<file path="src/rtl/can_pkg.sv">
// can_pkg: shared types and default timing for the CAN bit-timing controller
// Holds the bit-segment state type, default timing parameters and counter widths.
package can_pkg;
    typedef enum logic [1:0] {SYNC, SEG1, SEG2} bt_state_t;
    localparam int CAN_BRP       = 4;
    localparam int CAN_TSEG1     = 13;
    localparam int CAN_TSEG2     = 2;
    localparam int CAN_SJW       = 1;
    localparam int CAN_IDLE_BITS = 11;
    localparam int TQ_W          = 5;
    localparam int PRE_W         = 8;
endpackage

</file>
<file path="src/rtl/can_tq_prescaler.sv">
// can_tq_prescaler: divides the system clock into time quanta
// Ports: clock, reset (sync, active-high), clr (restart count at 0), tq_tick (last clock of a tq).
module can_tq_prescaler
    import can_pkg::*;
#(
    parameter int BRP = CAN_BRP
) (
    input  logic clock,
    input  logic reset,
    input  logic clr,
    output logic tq_tick
);
    logic [PRE_W-1:0] cnt;
    assign tq_tick = cnt == PRE_W'(BRP - 1);
    always_ff @(posedge clock) begin
        cnt <= (reset || clr || tq_tick) ? '0 : cnt + PRE_W'(1);
    end
endmodule

</file>
<file path="src/rtl/can_bit_timing.sv">
// can_bit_timing: CAN bit-segment sequencer with hard sync, resync and bus-idle detection
// Ports: clock, reset (sync, active-high), RX (synchronised bus bit), HS_EN (hard sync allowed),
//        SP (sample strobe), RX_S (sampled bit), TX_P (SYNC start pulse), BUS_IDLE, SYNC_ERR.
// Option: CAN_TRIPLE_SAMPLE_EN takes RX_S as the majority of the last three SEG1 tq samples.
module can_bit_timing
    import can_pkg::*;
#(
    parameter int BRP       = CAN_BRP,
    parameter int TSEG1     = CAN_TSEG1,
    parameter int TSEG2     = CAN_TSEG2,
    parameter int SJW       = CAN_SJW,
    parameter int IDLE_BITS = CAN_IDLE_BITS
) (
    input  logic clock,
    input  logic reset,
    input  logic RX,
    input  logic HS_EN,
    output logic SP,
    output logic RX_S,
    output logic TX_P,
    output logic BUS_IDLE,
    output logic SYNC_ERR
);
    localparam int IDLE_W = $clog2(IDLE_BITS + 1);
    localparam logic [TQ_W-1:0] ONE  = TQ_W'(1);
    localparam logic [TQ_W-1:0] T1M1 = TQ_W'(TSEG1 - 1);
    localparam logic [TQ_W-1:0] T2   = TQ_W'(TSEG2);
    localparam logic [TQ_W-1:0] T2M1 = TQ_W'(TSEG2 - 1);
    localparam logic [TQ_W-1:0] SJ   = TQ_W'(SJW);

    if (BRP < 1 || BRP > 2**PRE_W || TSEG1 < 3 || TSEG2 < 1 || SJW < 1 || SJW > TSEG1 ||
        SJW > TSEG2 || TSEG1 + SJW > 2**TQ_W || IDLE_BITS < 1) begin : g_bad_params
        $error("can_bit_timing: illegal timing parameters");
    end

    bt_state_t state, state_n;
    logic [TQ_W-1:0] tq_cnt, cnt_n, ext, ext_n, shr, shr_n, end1, end2, e1, e2;
    logic [IDLE_W-1:0] idle_cnt;
    logic sync_done, done_n, rx_q, tq_tick, edge_det, sync_ok, hard, resync;
    logic sp_raw, sp, seg2_like, restart, err_n, tx_n, sample;

    can_tq_prescaler #(.BRP(BRP)) u_pre (
        .clock  (clock),
        .reset  (reset),
        .clr    (restart),
        .tq_tick(tq_tick)
    );

    assign end1      = T1M1 + ext;
    assign end2      = T2M1 - shr;
    assign sp_raw    = state == SEG1 && tq_tick && tq_cnt == end1;
    assign sp        = sp_raw && !hard;
    assign edge_det  = rx_q && !RX;
    assign sync_ok   = edge_det && !sync_done;
    assign hard      = sync_ok && HS_EN;
    assign resync    = sync_ok && !HS_EN && RX_S;
    // An edge in the sample-point clock already belongs to SEG2 with k=0.
    assign seg2_like = state == SEG2 || sp_raw;
    assign e1        = tq_cnt + ONE;
    assign e2        = T2 - (sp_raw ? '0 : tq_cnt);
    // A small SEG2 phase error ends the bit at once; the edge clock stands in for SYNC.
    assign restart   = hard || (resync && seg2_like && e2 <= SJ);
    assign SP        = sp && !reset;
    assign BUS_IDLE  = idle_cnt == IDLE_W'(IDLE_BITS);

`ifdef CAN_TRIPLE_SAMPLE_EN
    logic [1:0] smp;
    always_ff @(posedge clock) begin
        if (reset)
            smp <= '1;
        else if (state == SEG1 && tq_tick && !sp_raw && tq_cnt >= end1 - TQ_W'(2))
            smp <= {smp[0], RX};
    end
    assign sample = (smp[1] & smp[0]) | (smp[1] & RX) | (smp[0] & RX);
`else
    assign sample = RX;
`endif

    always_comb begin
        state_n = state;
        cnt_n   = tq_cnt;
        ext_n   = ext;
        shr_n   = shr;
        done_n  = sync_done;
        if (tq_tick && state == SYNC) begin
            state_n = SEG1;
            cnt_n   = '0;
        end
        if (tq_tick && state == SEG1) begin
            state_n = sp_raw ? SEG2 : SEG1;
            cnt_n   = sp_raw ? '0 : tq_cnt + ONE;
        end
        if (tq_tick && state == SEG2) begin
            state_n = (tq_cnt == end2) ? SYNC : SEG2;
            cnt_n   = (tq_cnt == end2) ? '0 : tq_cnt + ONE;
            shr_n   = (tq_cnt == end2) ? '0 : shr;
        end
        if (sp_raw) begin
            ext_n  = '0;
            done_n = 1'b0;
        end
        if (resync) begin
            done_n = 1'b1;
            if (seg2_like && e2 > SJ)
                shr_n = SJ;
            if (state == SEG1 && !sp_raw)
                ext_n = (e1 > SJ) ? SJ : e1;
        end
        if (restart) begin
            state_n = SYNC;
            cnt_n   = '0;
            ext_n   = '0;
            shr_n   = '0;
            done_n  = 1'b1;
        end
        err_n = resync && ((seg2_like && e2 > SJ) || (state == SEG1 && !sp_raw && e1 > SJ));
        tx_n  = tq_tick && state == SEG2 && tq_cnt == end2 && !restart;
    end

    always_ff @(posedge clock) begin
        if (reset) begin
            state     <= SYNC;
            tq_cnt    <= '0;
            ext       <= '0;
            shr       <= '0;
            sync_done <= 1'b0;
            rx_q      <= 1'b1;
            RX_S      <= 1'b1;
            TX_P      <= 1'b0;
            SYNC_ERR  <= 1'b0;
            idle_cnt  <= '0;
        end else begin
            state     <= state_n;
            tq_cnt    <= cnt_n;
            ext       <= ext_n;
            shr       <= shr_n;
            sync_done <= done_n;
            rx_q      <= RX;
            RX_S      <= sp ? sample : RX_S;
            TX_P      <= tx_n;
            SYNC_ERR  <= err_n;
            if (sp)
                idle_cnt <= !RX ? '0 : (BUS_IDLE ? idle_cnt : idle_cnt + IDLE_W'(1));
        end
    end
endmodule

</file>
<file path="config.mk">
export PLATFORM = sky130hd
export DESIGN_NAME = can_bit_timing
export DESIGN_NICKNAME = d
export VERILOG_FILES = /design/src/rtl/can_pkg.sv /design/src/rtl/can_tq_prescaler.sv /design/src/rtl/can_bit_timing.sv
export SDC_FILE = /design/constraint.sdc
export NUM_CORES = 1
export LEC_CHECK = 0
export ABC_AREA = 1
export ABC_CLOCK_PERIOD_IN_PS = 2900
export BUFFER_PORTS_ARGS = -buffer_cell sky130_fd_sc_hd__buf_2
export CAP_MARGIN = 30
export CORE_MARGIN = 4
export CORE_UTILIZATION = 50
export CTS_CLUSTER_DIAMETER = 200
export CTS_CLUSTER_SIZE = 24
export DETAILED_ROUTE_END_ITERATION = 7
export MAX_ROUTING_LAYER = met4
export PLACE_DENSITY = 0.79
export SETUP_SLACK_MARGIN = 0.5
export SLEW_MARGIN = 20
export SYNTH_ARGS = -nofsm -noshare
export SYNTH_HDL_FRONTEND = slang
export SYNTH_HIERARCHICAL = 1
export SYNTH_SLANG_ARGS = --single-unit
</file>
<file path="constraint.sdc">
create_clock -name clock -period 2.9 [get_ports clock]
set_clock_uncertainty 0.15 [all_clocks]
set_input_delay 0.58 -clock clock [delete_from_list [all_inputs] [get_ports clock]]
set_output_delay 0.58 -clock clock [all_outputs]
set_load 0.02 [all_outputs]
</file>
Word-level counts from Yosys, hierarchy flattened
Cells that the tools add are included.
{"block": "word_totals", "romBits": 0, "register_bits": 34, "mem_count": 0, "in_bits": 4, "out_inout_bits": 5, "latchBits": 0, "mem_bits_rw": 0}
{"block": "classes", "div": 0, "magnitude_cmp": 3, "eq_ne": 7, "multipliers": 0, "muxes": 24, "add_sub_neg": 6, "bitwise_logic": 0, "n_shift": 0, "n_reduce_logical": 36}
{"cell": "$mux 5", "count": 14}
{"cell": "$logic_and 1x1->1", "count": 19}
{"cell": "$eq 5x5->1", "count": 2}
{"cell": "$gt 5x1->1 const B", "count": 2}
{"cell": "$mux 2", "count": 5}
{"cell": "$add 8x1->8 const B", "count": 1}
{"cell": "$eq 8x2->1 const B", "count": 1}
{"cell": "$mux 4", "count": 2}
{"cell": "$logic_not 1->1", "count": 7}
{"cell": "$reduce_bool 3->1", "count": 2}
{"cell": "$add 4x5->5 const A", "count": 1}
{"cell": "$add 5x1->5 const B", "count": 1}
{"cell": "$le 5x1->1 const B", "count": 1}
{"cell": "$logic_or 1x1->1", "count": 5}
{"cell": "$sub 1x5->5 const A", "count": 1}
{"cell": "$sub 2x5->5 const A", "count": 1}
{"cell": "$add 4x1->4 const B", "count": 1}
{"cell": "$eq 4x4->1 const B", "count": 1}
{"cell": "$mux 1", "count": 3}
{"cell": "$eq 2x1->1 const B", "count": 1}
{"cell": "$eq 2x2->1 const B", "count": 1}
{"cell": "$logic_not 2->1", "count": 1}
{"cell": "$ne 2x2->1 const B", "count": 1}
{"cell": "$reduce_and 2->1", "count": 1}
{"cell": "$reduce_or 2->1", "count": 1}

Logic depth before layout (Yosys ltp)
Gate-level depths: netlist (run 1).
{"block": "depth", "word_depth": 10, "ltp_mapped": 24, "depth_no_buf": 24}

Modules after synthesis
The synthesis (run 1) kept the hierarchy.
{"mod": "can_bit_timing", "area_each_um2": 1675.4, "seq_area_each_um2": 520.5, "cells_each": 233, "instances": 1}
{"mod": "can_tq_prescaler", "area_each_um2": 459.2, "seq_area_each_um2": 160.2, "cells_each": 66, "instances": 1}

Worst setup path after synthesis (run 1)
No wires, ideal clock.
{"block": "synth_timing", "kind": "register -> register", "from": "reg u_pre.cnt[0]", "to": "reg u_pre.cnt[5]", "path_buffers": 0, "path_slack_ns": 0.192, "t_arrival_ns": 2.502, "stages_incl_launch_ff": 25, "period_less_slack_ns": 2.708, "cell_sequence": "dfxtp_1 > ha_1 > nand2_1 > nor2_1 > nand2_2 > inv_1 > nand3_1 > clkinv_1 > nand2_2 > nor2_4 > nand3_4 > nand2_2 > inv_1 > ha_1 > inv_1 > nor3_1 > nand2_1 > nand2_1 > nand3_4 > nand2_1 > nor2_1 > inv_1 > nor2_1 > nand2_1 > inv_1"}
{"block": "synth_via", "elab_chain_len": 10, "word_cells_on_any_way": 13, "cone_classes": "2 x add/sub; 1 x order compare; 1 x eq/ne; 1 x mux; 8 x reduce/logical"}
{"element": "start: declaration", "line_no": "can_tq_prescaler.sv:13", "text": "logic [PRE_W-1:0] cnt;"}
{"element": "start signal: assignment", "line_no": "can_tq_prescaler.sv:16", "text": "cnt <= (reset || clr || tq_tick) ? '0 : cnt + PRE_W'(1);"}
{"element": "$eq 8x2->1 *", "line_no": "can_tq_prescaler.sv:14", "text": "assign tq_tick = cnt == PRE_W'(BRP - 1);"}
{"element": "via tq_tick", "line_no": "can_bit_timing.sv:39", "text": "logic sync_done, done_n, rx_q, tq_tick, edge_det, sync_ok, hard, resync;"}
{"element": "$logic_and 1x1->1 * (2 in series)", "line_no": "can_bit_timing.sv:51", "text": "assign sp_raw = state == SEG1 && tq_tick && tq_cnt == end1;"}
{"element": "$mux 5", "line_no": "can_bit_timing.sv:60", "text": "assign e2 = T2 - (sp_raw ? '0 : tq_cnt);"}
{"element": "$sub 2x5->5", "line_no": "can_bit_timing.sv:60"}
{"element": "$le 5x1->1", "line_no": "can_bit_timing.sv:62", "text": "assign restart = hard || (resync && seg2_like && e2 <= SJ);"}
{"element": "$logic_and 1x1->1 *", "line_no": "can_bit_timing.sv:62"}
{"element": "$logic_or 1x1->1 *", "line_no": "can_bit_timing.sv:62"}
{"element": "via restart", "line_no": "can_bit_timing.sv:40", "text": "logic sp_raw, sp, seg2_like, restart, err_n, tx_n, sample;"}
{"element": "$logic_or 1x1->1 * (2 in series)", "line_no": "can_tq_prescaler.sv:16"}
Mark *: on every way through the listed nets, which the timed path passes. The rest lies on a longest branch.
A chain may end at the register's enable or synchronous reset.

Worst setup path after layout (run 1)
{"block": "layout_timing", "from": "reg u_pre.cnt[1]", "to": "reg state[1]"}
{"block": "layout_via", "elab_chain_len": 9, "word_cells_on_any_way": 17, "cone_classes": "1 x add/sub; 1 x order compare; 1 x eq/ne; 4 x mux; 10 x reduce/logical"}
{"element": "$eq 8x2->1 *", "line_no": "can_tq_prescaler.sv:14"}
{"element": "via tq_tick", "line_no": "can_bit_timing.sv:39"}
{"element": "$logic_and 1x1->1", "line_no": "can_bit_timing.sv:51, can_bit_timing.sv:89"}
{"element": "$logic_and 1x1->1", "line_no": "can_bit_timing.sv:51"}
{"element": "$mux 5", "line_no": "can_bit_timing.sv:60"}
{"element": "$sub 2x5->5", "line_no": "can_bit_timing.sv:60"}
{"element": "$le 5x1->1", "line_no": "can_bit_timing.sv:62"}
{"element": "$logic_and 1x1->1", "line_no": "can_bit_timing.sv:62"}
{"element": "$logic_or 1x1->1", "line_no": "can_bit_timing.sv:62"}
{"element": "$reduce_or 2->1 (no source line)"}
{"element": "end signal: assignment", "line_no": "can_bit_timing.sv:133", "text": "state <= state_n;"}
{"element": "end: declaration", "line_no": "can_bit_timing.sv:36", "text": "bt_state_t state, state_n;"}
Marked as above.

==> results.md, run 1 <==
- In the layout the commonest cells are 58 x sky130_fd_sc_hd__nand2_1, 34 x sky130_fd_sc_hd__inv_1, 29 x sky130_fd_sc_hd__dfxtp_1, 28 x sky130_fd_sc_hd__nor2_1, 20 x sky130_fd_sc_hd__nor2_4.
- The final routed wire length divided by cell count is 13.0 microns.
- Entering global routing, the biggest net connects 12 pins.
- The total routed wirelength is 4980 microns.
- The run finished with clean final reports.
- The slew of the pin with the lowest slew margin is approximately 0.53 ns.
- TritonCTS built the clock tree.
- CTS saw 34 sinks.
- During synthesis, Yosys emitted a total of 6 warnings.
- The sequential-to-total area share from yosys stat is 0.319.
- The worst hold slack is 0.330 ns.
- The sum of net half-perimeters after detailed placement is 3180 microns.
- The total count of hold-check failures in the final report was 0.
- The path class of the lowest-slack min-delay path is reg2reg.
- The post-layout total power is 0.000958 W.
- The startpoint identified for the worst hold timing path is shr[4].
- The end of the worst register-to-register path is state[1].
- The number of setup violations in the final report is 0.
- The register-to-register setup slack is 0.35 ns.
- Yosys attributes the largest share of cell area to sky130_fd_sc_hd__dfxtp_1 32%, sky130_fd_sc_hd__nand2_1 11%, sky130_fd_sc_hd__inv_1 7.4%, sky130_fd_sc_hd__nor2_1 7.0%, sky130_fd_sc_hd__nor2_4 6.9%.
- The total clock buffers created by CTS is 5.
- Dividing the final minimum period by the clock period gives 0.879.
- The number of cells on the worst reg-to-reg path is 21.
- The endpoint arrival time on the critical path is between 2 and 3 ns.
- In the final layout, the share of cells above drive strength 1 is 0.368.
- The starting density of the core is 0.526.
- The net count after synthesis is between 300 and 400.
- The number of different library cells used by synthesis comes to 33.
- The largest fanout on the critical path is 8.
- The fill cell instance count of the final layout is 317.
- Once layout is complete, the utilization of the core stands at 0.668.
- At the end of routability-driven placement, the weighted congestion stood at 0.918.
- The average size of a mapped cell is about 7.1 sq um.
- The synthesized netlist cell count is 299.
- The largest total area in the synthesized netlist belongs to sky130_fd_sc_hd__dfxtp_1.
- The library cell used most frequently in the layout, excluding fill and tap cells, is sky130_fd_sc_hd__nand2_1.
- Setup repair after global routing could not meet its margin everywhere.
- Of the post-synthesis cell area, the dominant cell type holds 0.319.
- The synthesis-stage register bit count is 34.
- The library cell used as clock root buffer is sky130_fd_sc_hd__clkbuf_8.
- Among all stages on the critical path, the largest delay is contributed by sky130_fd_sc_hd__dfxtp_4.
- The later pin in the worst-skew pair is clocked with a latency of 0.29 ns.
- The mapped cell area is 0.00213 sq mm.
- The violation count after the first detailed-route iteration is 112.
- The relative slew slack is 0.644.
- The cell row count is 23.
- The initial antenna violation count is 0.
- The endpoint of the worst hold path is shr[4].
- The global-route total usage across every layer is 0.207.
- The count of buffers from port buffering is 8.
- The residual overflow from global routing is 0.
- The number of antenna-violating nets in the routed design is 0.
- The total DRC errors in the routed layout is 0.
- The die covers 0.00538 sq mm.
- The via count is 1,960.
- After clock tree synthesis, the clock-pin slew on the worst setup and hold paths is 0.07 ns.
- The kind of critical path is reg2reg.
- The count of hold buffers inserted by post-cts repair is 0.
- The signal on the critical path passes through ha_4 -> nand2_4 -> nor2_4 -> nand2_2 -> inv_2 -> nand3_2 -> clkinv_2 -> nand2_2 -> nor2_4 -> nand3_4 -> inv_4 -> nor2_4 -> ha_4 -> inv_2 -> nor3_2 -> nand2_1 -> nand2_2 -> nand3_4 -> nand3_4 -> buf_12 -> nor2_2.
- The count of final max-slew check failures is 0.
- The H-tree level count is 2.
- The die span in y is 73.3 microns.
- In the final design database the tool counted 346 nets.
- The pre-antenna-repair detailed-routing pass consisted of 4 iterations.
- The sequential cells in the finished layout cover a total of between 600 and 700 sq um.
- Derived from the worst setup path, the maximum achievable clock frequency is 0.392 GHz.
- The wire length of the first global-routing pass is 8460 microns.
- The clock passes through at most 2 buffers.
- The synthesis-to-finish area growth is 27.0%.
- The largest incremental delay on the critical path is 0.35 ns.
- The launching point of the worst reg2reg path is u_pre/cnt[1].
- The total inserted antenna cells is 0.
- The core region is between 0.004 and 0.005 sq mm.
- The endpoint kind of the worst setup timing path is a flop.
- The final period demand of the worst path is 2.55 ns.
- The multi-input combinational cells in the finished layout cover a total of around 0.0014 sq mm.
- The cell count after placement is between 300 and 400.
- The number of global-route vias before repair is 1,958.
- The average via count per standard cell is between 5 and 6.
- IR analysis of the VDD net gives a maximum drop of 0.000364 V.
- The critical path required time is 2.93 ns.
- Pin placement for this block handled 9 I/O pins.
- In this run the power density over the cells is 353 mW/mm^2.
- The worst hold path was traced through 2 stages.
- For the final routed database, the setup TNS stands at 0 ns.
- Max-cap violations in this run came to 0.
- The width of the chip is 73.3 microns.
- Excluding fillers, the count of instances in the completed layout stands at 384.
- The analysis attributes to cell leakage a power of 1.10 nW.
- STA classifies the critical path startpoint as a flop.
==> registers in the layout (all words and copies together) (netlist names) <==
name,flops
RX_S,1
rx_q,1
shr,5
SYNC_ERR,1
u_pre/cnt,8
state,2
TX_P,1
tq_cnt,5
ext,5
idle_cnt,4
sync_done,1
==> logic make-up (layout without fill, tap and decap cells) <==
| family | Yosys count | in the layout | synth area share |
|---|---|---|---|
| AOI/OAI and AO/OA | 27 | 27 | 0.0809 |
| and+or+nand+nor | 165 | 165 | 0.399 |
| xor gates and xnor gates | 11 | 11 | 0.0451 |
| adders and majority gates | 9 | 9 | 0.0528 |
| buffers and inverters | 53 | 88 | 0.104 |
| DFF | 34 | 34 | 0.319 |
==> where the power goes <==
group / switching (W) / total (W) / leakage (nW) / internal (W)
logic: 0.0000588 / 0.000101 / 0.773 / 0.0000418
clock network: 0.000184 / 0.000375 / 0.0472 / 0.000191
registers: 0.00000702 / 0.000482 / 0.278 / 0.000475
total: 0.000250 / 0.000958 / 1.10 / 0.000708
==> area by class of cell <==
cell class                      count  area share
Clock buffer                        6      0.0305
Clock inverter                      2     0.00462
Inverter                           50      0.0720
Multi-Input combinational cell    212       0.522
Sequential cell                    34       0.255
Tap cell                           50      0.0231
Timing Repair Buffer               30      0.0923
==> stage by stage <==
step | setup WS (ns) | instance area (sq um)
floorplan | 0.465 | 2210
global placement | 0.274 | 2300
detailed placement | 0.180 | 2300
CTS | 0.385 | 2650
global route | 0.172 | 2710
finish | 0.350 | 2710
==> synthesized netlist by cell type (all sizes together) <==
cell and number:
dfxtp 34, o21bai 1, nor3 6, o211ai 2
o21ai 5, a21boi 2, clkinv 2, inv 48
nand2 75, a21oi 15, a31oi 2, buf 3
nor2 56, nand3 22, or2 1, xor2 6
nand4 4, xnor2 5, ha 9, nor3b 1
==> per-layer routing <==
metal,share of wire,vias up,global-route usage
li1,-,999,-
met1,0.42,912,0.229
met2,0.53,40,0.360
met3,0.033,9,0.0438
met4,0.012,0,0.0825
met5,0,-,-
==> worst max-delay path, delay by kind of cell (launching register included) <==
family	cells	cell delay, ns
fa+ha+maj	2	0.31
buf+inv	5	0.37
simple gates	14	1.26
flops	1	0.35
==> worst max-delay path by stage <==
stage	cells after the start	startpoint	slack, ns	endpoint
after floorplan	21	u_pre/cnt[1]	0.46	tq_cnt[0]
after global placement	21	u_pre/cnt[1]	0.27	ext[1]
after detailed placement	21	u_pre/cnt[1]	0.18	ext[1]
after CTS	10	u_pre/cnt[1]	0.39	SP
after global routing	21	u_pre/cnt[1]	0.17	ext[1]
final	21	u_pre/cnt[1]	0.35	state[1]
==> repair_timing <==
item,CTS,global route
endpoints found under the setup margin,28,30
gates cloned,1,0
resized for setup,25,13
pin swaps,15,5
setup buffers,18,1
No activity file was read; power rests on OpenSTA's default activity.
==> inputs of run 2 (changes only) <==
--- a/config.mk
+++ b/config.mk
@@ -6,16 +6,17 @@
 export NUM_CORES = 1
 export LEC_CHECK = 0
 export ABC_AREA = 1
-export ABC_CLOCK_PERIOD_IN_PS = 2900
+export ABC_CLOCK_PERIOD_IN_PS = 2700
 export BUFFER_PORTS_ARGS = -buffer_cell sky130_fd_sc_hd__buf_2
 export CAP_MARGIN = 30
 export CORE_MARGIN = 4
-export CORE_UTILIZATION = 50
+export CORE_UTILIZATION = 61
 export CTS_CLUSTER_DIAMETER = 200
 export CTS_CLUSTER_SIZE = 24
 export DETAILED_ROUTE_END_ITERATION = 7
 export MAX_ROUTING_LAYER = met4
-export PLACE_DENSITY = 0.79
+export PLACE_DENSITY = 0.89
+export REMOVE_ABC_BUFFERS = 1
 export SETUP_SLACK_MARGIN = 0.5
 export SLEW_MARGIN = 20
 export SYNTH_ARGS = -nofsm -noshare
==> constraint.sdc (replaced) <==
create_clock -name clock -period 2.7 [get_ports clock]
set_clock_uncertainty 0.15 [all_clocks]
set_input_delay 0.54 -clock clock [delete_from_list [all_inputs] [get_ports clock]]
set_output_delay 0.54 -clock clock [all_outputs]
set_load 0.02 [all_outputs]
==> results.md, run 2 (synthesis gave the netlist of run 1 again) <==
- The overall die area was 0.00451 sq mm (-16%).
- The kind of critical path is reg2reg.
- In this design, the largest share of critical-path delay is due to simple AND/OR/NAND/NOR gates.
- The setup slack after placement is -0.0436 ns (-0.224 ns).
- The die span in y is 67.2 microns (-8.4%).
- The maximum VDD drop is 0.000370 V (+1.7%).
- The number of global-route vias before repair came to 1,842 (-5.9%).
- The placeable core region was 0.00336 sq mm (-17%).
- The violation count after the first detailed-route iteration is 220 (+96%).
- The net count of the finished layout is 352 (+1.7%).
- The max-capacitance violation count came to 0 (unchanged).
- The most common cell after layout, fill and taps aside is sky130_fd_sc_hd__nand2_1.
- The startpoint identified for the worst hold timing path is reset.
- The cell row count is 21 (-8.7%).
- Setup repair after global routing could not meet its margin everywhere.
- The most numerous cell on the critical path is sky130_fd_sc_hd__nand2_4.
- The final period demand of the worst path is 2.63 ns (+0.0778 ns).
- The final routed wire length divided by cell count is 15.4 microns (+19%).
- The number of antenna-violating nets in the routed design is 0 (unchanged).
- The endpoint kind of the worst setup timing path is a flop.
- The post-route clock period utilization came to 0.973 (+0.0939).
- The number of cells on the worst reg-to-reg path is 23 (+9.5%).
- The power per cell area is 341 mW/mm^2 (-3.5%).
- The number of flip-flops in the largest register is 8 (unchanged).
- Clock tree synthesis selected as its root buffer the cell sky130_fd_sc_hd__clkbuf_4.
- The share of post-route cells with drive strength above 1 is 0.382 (+0.0141).
- The iteration count of the initial detailed-routing pass came to 4 (unchanged).
- The depth of the worst hold-timing path was 2 (unchanged).
- Leaving out fill and tap cells, the most frequent cells in the layout are 57 x sky130_fd_sc_hd__nand2_1, 33 x sky130_fd_sc_hd__inv_1, 30 x sky130_fd_sc_hd__nor2_1, 28 x sky130_fd_sc_hd__dfxtp_1, 25 x sky130_fd_sc_hd__buf_4.
- The clock transition at the registers of the reported paths is 0.10 ns (+0.03 ns).
- The clock latency on the worst-skew pair is 0.35 ns (+0.06 ns).
- The maximum number of pins on one net before global-route repair is 13 (+1).
- The sum of buffers and inverters on the critical path is 6 (+1).
- The flow ran to the end, and the final reports show no timing, DRC or antenna violations.
- The fraction of the core area covered by cells at the end of the flow came to 0.813 (+0.145).
- The critical path goes through ha_4 -> nand2_4 -> nor2_4 -> nand2_2 -> inv_2 -> nand3_2 -> inv_2 -> nand2_2 -> nor2_4 -> nand3_4 -> nand2_4 -> inv_4 -> ha_4 -> inv_2 -> nand2_2 -> nand2_4 -> nand3_4 -> nand2_4 -> nor2_4 -> inv_1 -> nor2_1 -> nand2_1 -> inv_1.
- The global-route total usage across every layer is 0.237 (+0.0296).
- The total routed wirelength is 5940 microns (+19%).
- TritonCTS built the clock tree.
- The largest individual stage delay along the critical path comes from the cell sky130_fd_sc_hd__dfxtp_2.
- The worst hold path terminates at SYNC_ERR.
- The leakage power summed over all cells is 1.12 nW (+2.3%).
- The tightest min-delay check is of the in2reg type.
- The residual overflow from global routing is 0 (unchanged).
- The relative slew slack is 0.584 (-0.0598).
- The total DRC errors in the routed layout is 0 (unchanged).
- The average via count per standard cell came to 5.38 (+5.4%).
- STA classifies the critical path startpoint as a flop.
- The number of setup violations in the final report is 0 (unchanged).
- The sink count of the clock tree is 34 (unchanged).
- The critical path required time is 2.86 ns (-0.07 ns).
- The count of final max-slew check failures came to 0 (unchanged).
- The sum of net half-perimeters after detailed placement is 3160 microns (-0.59%).
- The global placement routability congestion was 0.853 (-7.1%).
- The width of the chip was 67.2 microns (-8.4%).
- The starting density of the core is 0.635 (+0.109).
- The setup slack after layout is 0.0723 ns (-0.278 ns).
- In this run the critical register-to-register path is captured at u_pre/cnt[5].
- The largest incremental delay on the critical path is 0.36 ns (about the same).
- The initial antenna violation count is 0 (unchanged).
- The via count was 2,076 (+5.9%).
- The worst-case clock buffer depth is 2 (unchanged).
- The boundary pin count is 9 (unchanged).
- The total count of hold-check failures in the final report was 0 (unchanged).
- The register-to-register setup slack is 0.07 ns (-0.28 ns).
- The wire length of the first global-routing pass came to 7940 microns (-6.2%).
- The launching point of the worst reg2reg path is u_pre/cnt[0].
- The endpoint arrival time on the critical path is 2.79 ns (+0.21 ns).
- The largest fanout on the critical path is 4 (-4).
- The slew of the pin with the lowest slew margin is 0.624 ns (+0.0896 ns).
- The synthesis-to-finish area growth is 28.0%.
- The total inserted antenna cells is 0 (unchanged).
- The count of buffers from port buffering was 8 (unchanged).
- The top achievable clock speed is 0.381 GHz (-3.0%).
- The total clock buffers created by CTS is 5 (unchanged).
- More flip-flops sit in one register than any other, and that register is u_pre/cnt.
- The H-tree level count is 2 (unchanged).
==> run 2: how the worst max path moves through the flow <==
| stage | from | to | cells past startpoint |
|---|---|---|---|
| CTS | u_pre/cnt[1] | SP | 10 |
| detailed placement | u_pre/cnt[0] | u_pre/cnt[5] | 23 |
| global route | u_pre/cnt[0] | u_pre/cnt[5] | 24 |
| finish | u_pre/cnt[0] | u_pre/cnt[5] | 23 |
| floorplan | u_pre/cnt[0] | u_pre/cnt[5] | 24 |
| global placement | u_pre/cnt[0] | u_pre/cnt[5] | 24 |
==> run 2: what timing repair did <==
action / 4_1_cts / 5_1_grt
pin swaps: 14 / 22
setup buffers: 7 / 6
setup endpoints to repair: 30 / 33
endpoints found under the hold margin: 0 / 0
gates resized for setup: 25 / 42
cloned: 0 / 1
hold buffers: 0 / 0
==> run 2: area by class of cell <==
type,count,area [sq um]
fill,203,631
clock inverter,1,5.00
timing repair buffer,36,305
multi-input combinational,212,1430
tap,46,57.6
inverter,50,194
sequential,34,688
clock buffer,7,55.1
==> run 2: where the power goes <==
group          internal, W  switching (W)  total (W)  leakage (nW)
clock network     0.000126       0.000174   0.000300        0.0353
logic            0.0000462      0.0000675   0.000114         0.811
registers         0.000511     0.00000769   0.000518         0.278
==> run 2: metrics by stage <==
step           cell area [sq um]  total power (W)  hold WS (ns)  std cells  setup TNS (ns)
2_1_floorplan               2100         0.000577         0.295        296        -0.00936
3_3_place_gp                2330         0.000609         0.312        364               0
3_5_place_dp                2330         0.000611         0.315        364          -0.215
4_1_cts                     2530         0.000918         0.292        379               0
5_1_grt                     2730         0.000972         0.343        386          -0.104
6_report                    2730         0.000932         0.330        386               0
==> run 2: metal layers <==
metal / wire length, microns / up-vias / GRT usage / part of all wire
met2: 3100 / 69 / 0.393 / 0.52
li1: - / 1008 / - / -
met5: 0 / - / - / 0
met4: 263 / 0 / 0.104 / 0.044
met3: 321 / 32 / 0.0499 / 0.054
met1: 2250 / 967 / 0.275 / 0.38
==> run 2: worst register-to-register path, cell delays in order (launching register included) <==
cell,delay (ns)
sky130_fd_sc_hd__dfxtp_2,0.36
sky130_fd_sc_hd__ha_4,0.15
sky130_fd_sc_hd__nand2_4,0.05
sky130_fd_sc_hd__nor2_4,0.08
sky130_fd_sc_hd__nand2_2,0.07
sky130_fd_sc_hd__inv_2,0.07
sky130_fd_sc_hd__nand3_2,0.09
sky130_fd_sc_hd__inv_2,0.08
sky130_fd_sc_hd__nand2_2,0.06
sky130_fd_sc_hd__nor2_4,0.12
sky130_fd_sc_hd__nand3_4,0.11
sky130_fd_sc_hd__nand2_4,0.12
sky130_fd_sc_hd__inv_4,0.06
sky130_fd_sc_hd__ha_4,0.27
sky130_fd_sc_hd__inv_2,0.03
sky130_fd_sc_hd__nand2_2,0.06
sky130_fd_sc_hd__nand2_4,0.06
sky130_fd_sc_hd__nand3_4,0.10
sky130_fd_sc_hd__nand2_4,0.06
sky130_fd_sc_hd__nor2_4,0.13
sky130_fd_sc_hd__inv_1,0.06
sky130_fd_sc_hd__nor2_1,0.08
sky130_fd_sc_hd__nand2_1,0.08
sky130_fd_sc_hd__inv_1,0.05
